--- config.mk ---
export PLATFORM = sky130hd
export DESIGN_NAME = gerenciador_teclado
export DESIGN_NICKNAME = d
export VERILOG_FILES = /design/src/rtl/gerenciador_teclado.sv
export SDC_FILE = /design/constraint.sdc
export NUM_CORES = 1
export LEC_CHECK = 0
export CORE_MARGIN = 2
export CORE_UTILIZATION = 53
export DETAILED_ROUTE_END_ITERATION = 10
export PLACE_DENSITY = 0.85
export SYNTH_ARGS = -nofsm -noshare
export SYNTH_HDL_FRONTEND = slang
export SYNTH_SLANG_ARGS = --single-unit
--- constraint.sdc ---
create_clock -name clk -period 3.75 [get_ports clk]
set_input_delay 0.75 -clock clk [delete_from_list [all_inputs] [get_ports clk]]
set_output_delay 0.75 -clock clk [all_outputs]
set_load 0.03 [all_outputs]
--- src/rtl/gerenciador_teclado.sv ---
// gerenciador_teclado
// Decides when the keypad of the lock is usable. Four modes compete for it:
// normal use (LIVRE), configuration (SETUP), do-not-disturb (NAO_PERTURBE)
// and an escalating wrong-password lockout (PENALIDADE).
//
// Ports
//   clk             system clock, rising edge
//   rst             asynchronous reset, active low
//   sensor_contato  1 = door closed
//   botao_bloqueio  do-not-disturb button (level)
//   botao_interno   inside unlock button (level)
//   setup_on        configuration mode request
//   senha_ok        one-cycle pulse, correct password
//   senha_erro      one-cycle pulse, wrong password
//   teclado_en      keypad enabled (registered)
//   nao_perturbe    do-not-disturb active (registered)
//   bip             one-cycle buzzer request (registered)
//   tempo_restante  penalty seconds left, 0 outside the lockout (registered)
module gerenciador_teclado #(
    parameter int UM_SEGUNDO     = 1000,
    parameter int T_BLOQUEIO_S   = 3,
    parameter int MAX_TENTATIVAS = 3,
    parameter int PENAL_BASE_S   = 10
) (
    input  logic       clk,
    input  logic       rst,
    input  logic       sensor_contato,
    input  logic       botao_bloqueio,
    input  logic       botao_interno,
    input  logic       setup_on,
    input  logic       senha_ok,
    input  logic       senha_erro,
    output logic       teclado_en,
    output logic       nao_perturbe,
    output logic       bip,
    output logic [7:0] tempo_restante
);

    localparam int HOLD_CICLOS = T_BLOQUEIO_S * UM_SEGUNDO;
    localparam int HOLD_W      = $clog2(HOLD_CICLOS + 1);
    localparam int PRESC_W     = $clog2(UM_SEGUNDO + 1);
    localparam int FALHAS_W    = $clog2(MAX_TENTATIVAS + 1);

    localparam logic [7:0] CARGA1 = 8'(PENAL_BASE_S);
    localparam logic [7:0] CARGA2 = 8'(PENAL_BASE_S * 2);
    localparam logic [7:0] CARGA3 = 8'(PENAL_BASE_S * 3);

    typedef enum logic [1:0] {
        LIVRE,
        SETUP,
        NAO_PERTURBE,
        PENALIDADE
    } estado_t;

    estado_t             estado_q, estado_d;
    logic [FALHAS_W-1:0] falhas_q, falhas_d;
    logic [1:0]          nivel_q, nivel_d;
    logic [HOLD_W-1:0]   hold_q, hold_d;
    logic [PRESC_W-1:0]  presc_q, presc_d;
    logic [7:0]          tempo_q, tempo_d;
    logic                bip_q, bip_d;
    logic                teclado_en_q;
    logic                nao_perturbe_q;
    logic                interno_q;

    logic       segurando;
    logic       gatilho;
    logic [1:0] nivel_novo;
    logic [7:0] carga;

    // Next-state logic. In LIVRE the penalty trigger beats setup_on, which
    // beats the hold threshold; a simultaneous ok+erro counts as an error.
    always_comb begin
        estado_d   = estado_q;
        falhas_d   = falhas_q;
        nivel_d    = nivel_q;
        hold_d     = '0;
        presc_d    = presc_q;
        tempo_d    = tempo_q;
        bip_d      = 1'b0;
        segurando  = botao_bloqueio && sensor_contato;
        gatilho    = senha_erro && (falhas_q == FALHAS_W'(MAX_TENTATIVAS - 1));
        nivel_novo = (nivel_q == 2'd3) ? 2'd3 : nivel_q + 2'd1;
        case (nivel_novo)
            2'd1:    carga = CARGA1;
            2'd2:    carga = CARGA2;
            default: carga = CARGA3;
        endcase

        case (estado_q)
            LIVRE: begin
                if (senha_erro) begin
                    falhas_d = falhas_q + FALHAS_W'(1);
                end else if (senha_ok) begin
                    falhas_d = '0;
                    nivel_d  = 2'd0;
                end
                if (segurando) begin
                    hold_d = hold_q + HOLD_W'(1);
                end

                if (gatilho) begin
                    estado_d = PENALIDADE;
                    falhas_d = '0;
                    nivel_d  = nivel_novo;
                    tempo_d  = carga;
                    presc_d  = '0;
                    bip_d    = 1'b1;
                    hold_d   = '0;
                end else if (setup_on) begin
                    estado_d = SETUP;
                    hold_d   = '0;
                end else if (segurando && (hold_q == HOLD_W'(HOLD_CICLOS - 1))) begin
                    estado_d = NAO_PERTURBE;
                    bip_d    = 1'b1;
                    hold_d   = '0;
                end
            end

            SETUP: begin
                if (!setup_on) begin
                    estado_d = LIVRE;
                end
            end

            NAO_PERTURBE: begin
                // Only a fresh press of the inside button exits, not a held one.
                if ((botao_interno && !interno_q) || !sensor_contato) begin
                    estado_d = LIVRE;
                end
            end

            PENALIDADE: begin
                // The decrement that reaches zero also releases the keypad.
                if (presc_q == PRESC_W'(UM_SEGUNDO - 1)) begin
                    presc_d = '0;
                    tempo_d = tempo_q - 8'd1;
                    if (tempo_q == 8'd1) begin
                        estado_d = LIVRE;
                    end
                end else begin
                    presc_d = presc_q + PRESC_W'(1);
                end
            end

            default: begin
                estado_d = LIVRE;
            end
        endcase
    end

    // State and registered outputs; outputs are decoded from the next state
    // so they change on the same edge as the state.
    always_ff @(posedge clk or negedge rst) begin
        if (!rst) begin
            estado_q       <= LIVRE;
            falhas_q       <= '0;
            nivel_q        <= 2'd0;
            hold_q         <= '0;
            presc_q        <= '0;
            tempo_q        <= 8'd0;
            bip_q          <= 1'b0;
            teclado_en_q   <= 1'b1;
            nao_perturbe_q <= 1'b0;
            interno_q      <= 1'b0;
        end else begin
            estado_q       <= estado_d;
            falhas_q       <= falhas_d;
            nivel_q        <= nivel_d;
            hold_q         <= hold_d;
            presc_q        <= presc_d;
            tempo_q        <= tempo_d;
            bip_q          <= bip_d;
            teclado_en_q   <= (estado_d == LIVRE) || (estado_d == SETUP);
            nao_perturbe_q <= (estado_d == NAO_PERTURBE);
            interno_q      <= botao_interno;
        end
    end

    assign teclado_en     = teclado_en_q;
    assign nao_perturbe   = nao_perturbe_q;
    assign bip            = bip_q;
    assign tempo_restante = tempo_q;

endmodule
==> results of run 1 <==
==> area by class of cell <==
type                    instances  area share
inverters                      10      0.0158
clock buffers                   5      0.0290
flip-flops and latches         40       0.422
clock inverters                 3      0.0179
well taps                      48      0.0253
multi-input cells             161       0.413
repair buffers                 19      0.0769
==> metal layers <==
layer  global-route usage  vias up  part of all wire
met3               0.0511       10             0.035
li1                     -      834                 -
met5                    0        -                 0
met1                0.263      812              0.47
met2                0.336       33              0.48
met4                0.105        0             0.020
==> how the worst max path moves through the flow <==
stage,startpoint,to
after floorplan,tempo_restante[2]$_DFFE_PN0P_,estado_q[1]$_DFF_PN0_
after detailed placement,senha_erro,presc_q[9]$_DFFE_PN0P_
after global placement,senha_erro,presc_q[9]$_DFFE_PN0P_
after CTS,senha_erro,presc_q[9]$_DFFE_PN0P_
after global routing,senha_erro,presc_q[9]$_DFFE_PN0P_
final,senha_erro,presc_q[9]$_DFFE_PN0P_
==> cells in the mapped netlist <==
cell / n
sky130_fd_sc_hd__a211oi_1: 2
sky130_fd_sc_hd__a21oi_1: 12
sky130_fd_sc_hd__a22o_1: 4
sky130_fd_sc_hd__a31oi_1: 2
sky130_fd_sc_hd__a41oi_1: 1
sky130_fd_sc_hd__and2_1: 3
sky130_fd_sc_hd__and3_1: 2
sky130_fd_sc_hd__buf_4: 1
sky130_fd_sc_hd__clkbuf_1: 4
sky130_fd_sc_hd__dfrtp_1: 39
sky130_fd_sc_hd__dfstp_2: 1
sky130_fd_sc_hd__ha_1: 5
sky130_fd_sc_hd__inv_1: 10
sky130_fd_sc_hd__mux2i_1: 2
sky130_fd_sc_hd__nand2_1: 24
sky130_fd_sc_hd__nand3_1: 9
sky130_fd_sc_hd__nand3b_1: 2
sky130_fd_sc_hd__nand4_1: 4
sky130_fd_sc_hd__nand4b_1: 1
sky130_fd_sc_hd__nor2_1: 20
sky130_fd_sc_hd__nor2b_1: 2
sky130_fd_sc_hd__nor3_1: 8
sky130_fd_sc_hd__nor3b_1: 1
sky130_fd_sc_hd__nor3b_2: 1
sky130_fd_sc_hd__nor4_1: 4
sky130_fd_sc_hd__nor4bb_1: 1
sky130_fd_sc_hd__o211ai_1: 2
sky130_fd_sc_hd__o21a_1: 1
sky130_fd_sc_hd__o21ai_0: 14
sky130_fd_sc_hd__o21ai_1: 1
sky130_fd_sc_hd__o22ai_1: 4
sky130_fd_sc_hd__o31a_1: 1
sky130_fd_sc_hd__o31ai_1: 4
sky130_fd_sc_hd__o32ai_1: 1
sky130_fd_sc_hd__or3_1: 3
sky130_fd_sc_hd__or3_4: 1
sky130_fd_sc_hd__or3b_4: 1
sky130_fd_sc_hd__or4_1: 4
sky130_fd_sc_hd__or4_4: 1
sky130_fd_sc_hd__or4b_1: 1
sky130_fd_sc_hd__or4b_2: 1
sky130_fd_sc_hd__xnor2_1: 10
sky130_fd_sc_hd__xor2_1: 1
==> metrics by stage <==
step | instance area (um2) | hold WS (ns)
after floorplan | 2040 | 0.431
after global placement | 2260 | 0.448
after detailed placement | 2260 | 0.452
after CTS | 2370 | 0.463
after global routing | 2370 | 0.510
final | 2370 | 0.460
==> sequential cells by signal (all words and copies together) (netlist names) <==
register / count
falhas_q: 2
tempo_restante: 8
teclado_en: 1
bip: 1
nivel_q: 2
nao_perturbe: 1
presc_q: 10
estado_q: 2
interno_q: 1
hold_q: 12
==> cell families (layout without fill, tap and decap cells) <==
| kind of cell | count (synthesis) | in the layout | share of synthesized area |
|---|---|---|---|
| AOI/OAI and AO/OA | 49 | 49 | 0.148 |
| DFF | 40 | 40 | 0.491 |
| and+or+nand+nor | 94 | 94 | 0.245 |
| xor gates and xnor gates | 11 | 11 | 0.0472 |
| adders and majority gates | 5 | 5 | 0.0306 |
| muxes | 2 | 2 | 0.00980 |
| buffers and inverters | 15 | 37 | 0.0294 |
==> where the power goes <==
part           switching, mW  internal (mW)
combinational         0.0117        0.00720
clock                  0.155          0.197
sequential          0.000121          0.432
total                  0.167          0.636
==> cell usage in the layout, fill, tap and decap left out, drive strengths merged, types with 2 or more instances in the layout <==
cell type / count
a22o: 4
buf: 2
inv: 10
nor3b: 2
or4: 5
nor3: 8
nor4: 4
and2: 3
o31ai: 4
nor2b: 2
a211oi: 2
nand4: 4
o22ai: 4
and3: 2
a31oi: 2
o21ai: 15
or4b: 2
a21oi: 12
nand3: 9
o211ai: 2
or3: 4
clkdlybuf4s50: 17
clkbuf: 5
nand2: 24
nand3b: 2
xnor2: 10
mux2i: 2
ha: 5
dfrtp: 39
nor2: 20
==> flow_summary.yaml, run 1 <==
synthesis:
  synth_largest_area_cell: "sky130_fd_sc_hd__dfrtp_1"
  synthTopCellsByArea: "sky130_fd_sc_hd__dfrtp_1, sky130_fd_sc_hd__nand2_1, sky130_fd_sc_hd__xnor2_1, sky130_fd_sc_hd__nor2_1, sky130_fd_sc_hd__o21ai_0"
  ys_seq_area_frac: 0.491
  synthesis.area_um2: 2040
  postSynthNetCount: 229
  synth.distinct_cells: 43
  yosys_warnings: 0
  synth_area_per_cell_um2: 9.46
  synth_seq_cells: 40
  synth_top_area_frac: 0.478
  syn-instance-count: 216
worst_setup_path:
  critPathTopFamily: "simple AND/OR/NAND/NOR gates"
  r2r_slack_ns: 1.55
  cp_slowest_stage_delay_ns: 0.63
  critPathMaxFanout: 11
  critical_path.reg2reg.startpoint: "hold_q[3]$_DFF_PN0_"
  timing.critical_path.arrival_ns: 2.73
  critPathBufInv: 2
  timing.critical_path.to_type: "flop"
  critical-path-slowest-cell: "sky130_fd_sc_hd__clkdlybuf4s50_1"
  reg2reg_to: "hold_q[6]$_DFF_PN0_"
  cp_data_required_time_ns: 3.97
  instance_count_on_the_critical_path: 6
  worst-setup-path-type: "input pin to flop"
  crit_path_cell_trace: "clkdlybuf4s50_1, nor4bb_1, buf_4, nor2_1, or4_1, a21oi_1"
  startpoint_type: "input pin"
  r2r_cells: 4
pwr:
  static-leakage-power_nw: 0.910
  power_per_standard_cell_area_nw_per_um2: 338
  fin_total_pwr_uw: 803
  power.ir.vdd_worst_mv: 0.312
clock_tree:
  clk_pin_slew_worst_paths_ns: 0.08
  cts-buffers-inserted: 5
  cts_hold_buf: 0
  cts_tree: "built"
  cts_setup_buffers: 0
  number_of_clock_sinks: 40
  clock_tree.root_cell: "sky130_fd_sc_hd__clkbuf_8"
  clock_tree.htree_level_count: 2
  max-clock-path-buffers: 2
  clock_latency_ns: 0.30
  post_cts.resized_instances: 0
global_route:
  grt_pass1_wl_um: 6920
  grt_max_degree: 41
  global_route_overflow: 0
  via_count_of_the_first_global_routing_pass: 1584
  grt_usage: 0.209
  antenna_found_initial: 0
timing:
  hold_viol: 0
  timing.final.setup_violations: 0
  grt_setup_unrepaired: "no"
  final_min_period_over_clock_period: 0.669
  slew_violations: 0
  max_freq_mhz: 399
  max_slew.worst_pin.slew_ns: 0.854
  worst_slew_margin_rel: 0.431
  fin_worst_skew_ns: 0.0110
  clock_period_minus_worst_slack_ns: 2.51
  worst_slack_ns: 1.24
  finalSetupTns_ns: 0
hold_path:
  hold_path_end: "hold_q[0]$_DFF_PN0_"
  worstHoldStart: "hold_q[0]$_DFF_PN0_"
  min-delay-path-class: "flop to flop"
  timing.hold.worst_path_depth: 1
layout:
  fillCellCount: 317
  multi_input_comb_area_um2: 981
  area_growth_from_synthesis_to_layout_pct: 16.2
  fin_cells: 286
  ff_latch_area_um2: 1000
  finalCoreUtilization: 0.644
  layout-drive-gt1-share: 0.0672
  finalNetCount: 250
  antennaDiodeCount: 0
placed_design:
  placed_cells_incl_taps: 278
  io_buffer_count: 18
  dp.final_hpwl_um: 2790
  finalWeightedCongestion: 0.809
  pre_cts_slack_ns: 0.933
run_status:
  outcome: "finished, final reports clean"
route:
  route.vias.total: 1689
  dr.first_iter.drc_count: 132
  route.antenna.remaining_nets: 0
  number_of_optimization_iterations_in_the_first_detailed_route_pass: 4
  totalWireLength_um: 3990
  routedWlPerCell_um: 14.0
  via_per_inst: 5.91
  number_of_drc_violations_after_detailed_routing: 0
die:
  design.portCount: 19
  floorplan.die.width_um: 66.1
  floorplan.initialDensity: 0.554
  placement_rows: 22
  die_height_um: 66.1
  fp.coreArea_um2: 3690
  floorplan.die_area_um2: 4370
job:
  maxCapViolCount: 0
No activity file was read; power rests on OpenSTA's default activity.
==> run 2: changes to the inputs <==
- clock period: 3.75 -> 2.6 ns (I/O delays scaled with it)
==> run 2 against run 1 <==
Net effect:
- total power rose by 43%
- cell area increased by 0.79%
- die area unchanged
- sequential power grew 44%
- first-iteration DRC count down 3.0%
- global-route usage shrank 0.65 points
- non-clock buffer count rose by 3
- clock skew is 0.0027 ns lower
- critical path depth shrank 2
==> flow_summary.yaml, run 2 (synthesized netlist as in run 1, its figures left out) <==
pwr:
  p_int_uw: 919
  seq_power_share: 0.542
  static-leakage-power_nw: 0.927
  p_comb_frac: 0.024
  power.switching_fraction: 0.200
  clock_power_share: 0.433
  power.ir.vdd_worst_mv: 0.273
  p_switching_uw: 229
  power_per_standard_cell_area_nw_per_um2: 480
  fin_total_pwr_mw: 1.15
run_status:
  outcome: "finished, final reports clean"
layout:
  finalNetCount: 253
  antennaDiodeCount: 0
  area_growth_from_synthesis_to_layout_pct: 17.1
  layout-drive-gt1-share: 0.0747
  largest_register_ff_count: 12
  post_route_cell_area_um2: 2390
  fin_cells: 289
  layout_commonest_cell: "sky130_fd_sc_hd__dfrtp_1"
  commonest_non_fill_non_tap_cells_in_the_layout: "sky130_fd_sc_hd__dfrtp_1, sky130_fd_sc_hd__nand2_1, sky130_fd_sc_hd__nor2_1"
  fillCellCount: 302
  biggest_register: "hold_q"
route:
  routedWlPerCell_um: 14.0
  route.vias.total: 1697
  totalWireLength_um: 4050
  route.antenna.remaining_nets: 0
  via_per_inst: 5.87
  number_of_drc_violations_after_detailed_routing: 0
  number_of_optimization_iterations_in_the_first_detailed_route_pass: 5
  dr.first_iter.drc_count: 128
timing:
  grt_setup_unrepaired: "no"
  hold_viol: 0
  clock_period_minus_worst_slack_ns: 2.18
  worst_slew_margin_rel: 0.433
  finalSetupTns_ns: 0
  max_freq_mhz: 460
  max_slew.worst_pin.slew_ns: 0.851
  final_min_period_over_clock_period: 0.837
  slew_violations: 0
  fin_worst_skew_ns: 0.00829
  timing.final.setup_violations: 0
global_route:
  grt_pass1_wl_um: 6780
  grt_max_degree: 41
  antenna_found_initial: 0
  global_route_overflow: 0
  grt_usage: 0.203
  via_count_of_the_first_global_routing_pass: 1531
worst_setup_path:
  worst-setup-path-type: "flop to flop"
  startpoint_type: "flop"
  timing.critical_path.arrival_ns: 2.35
  critical-path-slowest-cell: "sky130_fd_sc_hd__or4b_2"
  crit_path_cell_trace: "or4b_2, nor4_1, nand3b_1, nor2_1"
  cp_data_required_time_ns: 2.77
  timing.critical_path.to_type: "flop"
  cp_slowest_stage_delay_ns: 0.67
  critPathMaxFanout: 12
die:
  floorplan.initialDensity: 0.554
  die_height_um: 66.1
  fp.coreArea_um2: 3690
  placement_rows: 22
  design.portCount: 19
  floorplan.die_area_um2: 4370
  floorplan.die.width_um: 66.1
placed_design:
  placed_cells_incl_taps: 281
  io_buffer_count: 18
  finalWeightedCongestion: 0.796
  dp.final_hpwl_um: 2870
  placed_cell_area_um2: 2290
clock_tree:
  post_cts.resized_instances: 0
  clk_pin_slew_worst_paths_ns: 0.08
  cts-buffers-inserted: 5
  cts_tree: "built"
  cts_hold_buf: 0
  max-clock-path-buffers: 2
  number_of_clock_sinks: 40
  clock_latency_ns: 0.29
  clock_tree.htree_level_count: 2
  cts_setup_buffers: 0
  clock_tree.root_cell: "sky130_fd_sc_hd__clkbuf_8"
job:
  maxCapViolCount: 0
hold_path:
  min-delay-path-class: "input pin to async pin"
-- run 2: changes by cell type in the layout (fill, tap and decap cells not counted) --
cell,delta
sky130_fd_sc_hd__clkbuf_1,+1
sky130_fd_sc_hd__buf_4,+3
sky130_fd_sc_hd__clkinvlp_4,-1
-- run 2: stage by stage --
step                 util  hold WS [ns]  setup WS (ns)
finish              0.649         0.328          0.424
global route        0.649         0.415          0.284
CTS                 0.649         0.368          0.432
detailed placement  0.620         0.452          0.392
global placement    0.620         0.446          0.449
floorplan               -         0.224          0.524
-- run 2: layout make-up --
type                            count  area (um2)  share of cell area
Clock buffer                        6        72.6              0.0303
Clock inverter                      2        35.0              0.0146
Inverter                           10        37.5              0.0157
Multi-Input combinational cell    161         981               0.410
Sequential cell                    40        1000               0.419
Tap cell                           48        60.1              0.0251
Timing Repair Buffer               22         205              0.0857
-- run 2: critical path, delay by kind of cell (launching register included) --
family,cells,cell delay (ns)
simple gates,4,1.61
flops,1,0.43
-- run 2: path summary, 6_finish.rpt --
| path | from | endpoint | slack [ns] | cells after the start |
|---|---|---|---|---|
| max | hold_q[3]$_DFF_PN0_ | hold_q[8]$_DFF_PN0_ | 0.42 | 4 |
| min | rst | falhas_q[0]$_DFFE_PN0P_ | 0.33 | 1 |
| max reg2reg | hold_q[3]$_DFF_PN0_ | hold_q[8]$_DFF_PN0_ | 0.42 | 4 |
| min reg2reg | hold_q[0]$_DFF_PN0_ | hold_q[0]$_DFF_PN0_ | 0.46 | 1 |
| max in group asynchronous | rst | presc_q[5]$_DFFE_PN0P_ | 1.73 | 1 |
| min in group clk | hold_q[0]$_DFF_PN0_ | hold_q[0]$_DFF_PN0_ | 0.46 | 1 |
-- run 2: routing by layer --
metal | wire length, um | share of wire | track usage
met1 | 1900 | 0.47 | 0.263
met2 | 1940 | 0.48 | 0.325
met3 | 137 | 0.034 | 0.0375
met4 | 71 | 0.018 | 0.0995
met5 | 0 | 0 | 0
-- run 2: power groups by stage --
stage	clock network, mW	registers [mW]	logic [mW]
floorplan	0	0.635	0.00329
global placement	0	0.635	0.0287
detailed placement	0	0.635	0.0287
CTS	0.502	0.623	0.0289
global route	0.536	0.623	0.0324
finish	0.497	0.623	0.0279
==> run 3: changes to the inputs <==
- CORE_UTILIZATION: 53 -> 51
- clock period: 2.6 -> 1.76 ns (I/O delays scaled with it)
==> run 3 against run 2 <==
Net effect:
- the run now ends with setup timing left
- first-iteration DRC count increased by 3.1%
- global-route usage increased by 4.4 points
- sequential cell count unchanged
- critical path depth unchanged
- clock skew decreased by 0.0011 ns
- maximum frequency increased by 13%
- count of clock-buffer cells in the layout increased by 1
- die area increased by 3.7%
- register-to-register slack got worse by 0.58 ns
- sequential power increased by 48%
- worst setup slack got worse by 0.58 ns
- combinational power increased by 78%
- largest cell class is now multi-input combinational cells
- largest power group unchanged
==> flow_summary.yaml, run 3 (synthesized netlist as in run 1, its figures left out) <==
job:
  maxCapViolCount: 0
die:
  floorplan.die.width_um: 67.3
  fp.coreArea_um2: 3910
  die_height_um: 67.3
  floorplan.initialDensity: 0.522
  floorplan.die_area_um2: 4530
  design.portCount: 19
  placement_rows: 23
global_route:
  grt_pass1_wl_um: 8320
  grt_usage: 0.247
  antenna_found_initial: 0
  grt_util_met2: 0.418
  global_route_overflow: 0
  grt.met3_usage: 0.0550
  globalRouteMet1Util: 0.306
  grt_max_degree: 23
  grt_most_used_layer: "met2"
  via_count_of_the_first_global_routing_pass: 1845
layout:
  area_growth_from_synthesis_to_layout_pct: 38.1
  largest_register_ff_count: 12
  layout_commonest_cell: "sky130_fd_sc_hd__buf_4"
  antennaDiodeCount: 0
  fin_cells: 331
  finalCoreUtilization: 0.721
  biggest_register: "hold_q"
  layout-drive-gt1-share: 0.263
  fillCellCount: 265
  finalNetCount: 293
  post_route_cell_area_um2: 2820
  commonest_non_fill_non_tap_cells_in_the_layout: "sky130_fd_sc_hd__buf_4, sky130_fd_sc_hd__dfrtp_1, sky130_fd_sc_hd__nand2_1"
placed_design:
  finalWeightedCongestion: 0.842
  placed_cells_incl_taps: 319
  io_buffer_count: 18
  dp.final_hpwl_um: 3490
  placed_cell_area_um2: 2600
worst_setup_path:
  startpoint_type: "flop"
  r2r_cells: 4
  critPathMaxFanout: 3
  cp_data_required_time_ns: 1.93
  critical_path.reg2reg.startpoint: "tempo_restante[3]$_DFFE_PN0P_"
  timing.critical_path.to_type: "flop"
  r2r_slack_ns: -0.16
  worst-setup-path-type: "flop to flop"
  timing.critical_path.arrival_ns: 2.08
  reg2reg_to: "estado_q[1]$_DFF_PN0_"
pwr:
  p_switching_uw: 347
  p_int_mw: 1.44
  power_per_standard_cell_area_nw_per_um2: 634
  p_comb_frac: 0.028
  fin_total_pwr_mw: 1.79
  seq_power_share: 0.514
  power.ir.vdd_worst_mv: 0.428
  power.switching_fraction: 0.194
  clock_power_share: 0.458
  static-leakage-power_nw: 1.21
route:
  totalWireLength_um: 5270
  dr.first_iter.drc_count: 132
  routedWlPerCell_um: 15.9
  route.antenna.remaining_nets: 0
  route.vias.total: 1922
  via_per_inst: 5.81
  number_of_optimization_iterations_in_the_first_detailed_route_pass: 5
  number_of_drc_violations_after_detailed_routing: 0
timing:
  max_slew.worst_pin.slew_ns: 0.507
  final_min_period_over_clock_period: 1.09
  fin_worst_skew_ns: 0.00720
  clock_period_minus_worst_slack_ns: 1.92
  grt_setup_unrepaired: "yes"
  worst_slack_ns: -0.158
  worst_hold_slack_ns: 0.0159
  worst_slew_margin_rel: 0.662
  timing.final.setup_violations: 5
  slew_violations: 0
  max_freq_mhz: 521
  hold_viol: 0
hold_path:
  min-delay-path-class: "input pin to async pin"
run_status:
  violations: "setup timing"
  outcome: "finished, violations left"
clock_tree:
  clk_pin_slew_worst_paths_ns: 0.08
  cts-buffers-inserted: 5
  max-clock-path-buffers: 2
  cts_tree: "built"
  cts_hold_buf: 0
  clock_latency_ns: 0.30
  number_of_clock_sinks: 40
  clock_tree.root_cell: "sky130_fd_sc_hd__clkbuf_8"
  clock_tree.htree_level_count: 2
[run 3: worst max path at each step]
stage,cells past startpoint,end,startpoint,slack (ns)
after global placement,5,presc_q[9]$_DFFE_PN0P_,senha_erro,-0.22
after floorplan,4,estado_q[1]$_DFF_PN0_,tempo_restante[3]$_DFFE_PN0P_,-0.22
after global routing,4,tempo_restante[7]$_DFFE_PN0P_,tempo_restante[3]$_DFFE_PN0P_,-0.22
final,4,estado_q[1]$_DFF_PN0_,tempo_restante[3]$_DFFE_PN0P_,-0.16
after detailed placement,5,presc_q[9]$_DFFE_PN0P_,senha_erro,-0.24
after CTS,4,estado_q[1]$_DFF_PN0_,tempo_restante[3]$_DFFE_PN0P_,-0.16
[run 3: stage by stage]
step           worst slack (ns)  TNS [ns]
2_1_floorplan            -0.220    -0.678
3_3_place_gp             -0.225     -1.09
3_5_place_dp             -0.243     -1.38
4_1_cts                  -0.157    -0.504
5_1_grt                  -0.217    -0.838
6_report                 -0.158    -0.573
[run 3: timing repair]
action                     4_1_cts  5_1_grt
gates resized for setup         12        9
setup buffers                    2        2
hold endpoints to repair         0        0
pin swaps                        4        3
setup endpoints to repair       19       25
[run 3: final cells by class]
| cell class | instances | area [um2] | area share |
|---|---|---|---|
| Clock buffer | 7 | 96.3 | 0.0341 |
| Clock inverter | 1 | 30.0 | 0.0106 |
| Inverter | 10 | 37.5 | 0.0133 |
| Multi-Input combinational cell | 161 | 1080 | 0.382 |
| Sequential cell | 40 | 1010 | 0.357 |
| Tap cell | 50 | 62.6 | 0.0222 |
| Timing Repair Buffer | 62 | 512 | 0.181 |
[run 3: critical path, stage by stage, from the launching register on]
cell	delay (ns)
sky130_fd_sc_hd__dfrtp_2	0.40
sky130_fd_sc_hd__or4_4	0.54
sky130_fd_sc_hd__or4_4	0.57
sky130_fd_sc_hd__nor3b_4	0.20
sky130_fd_sc_hd__o21ai_1	0.08
[run 3: per-layer routing]
metal  vias to the layer above  share of wire
met5                         -              0
met4                         0          0.016
met3                        12          0.066
met2                        84           0.50
met1                       916           0.42
li1                        910              -
[run 3: power groups by stage]
stage | combinational, mW | sequential (mW) | clock, mW
5_1_grt | 0.0569 | 0.920 | 0.869
6_report | 0.0498 | 0.920 | 0.819
3_5_place_dp | 0.0498 | 0.938 | 0
3_3_place_gp | 0.0485 | 0.938 | 0
2_1_floorplan | 0.00546 | 0.938 | 0
4_1_cts | 0.0503 | 0.920 | 0.828
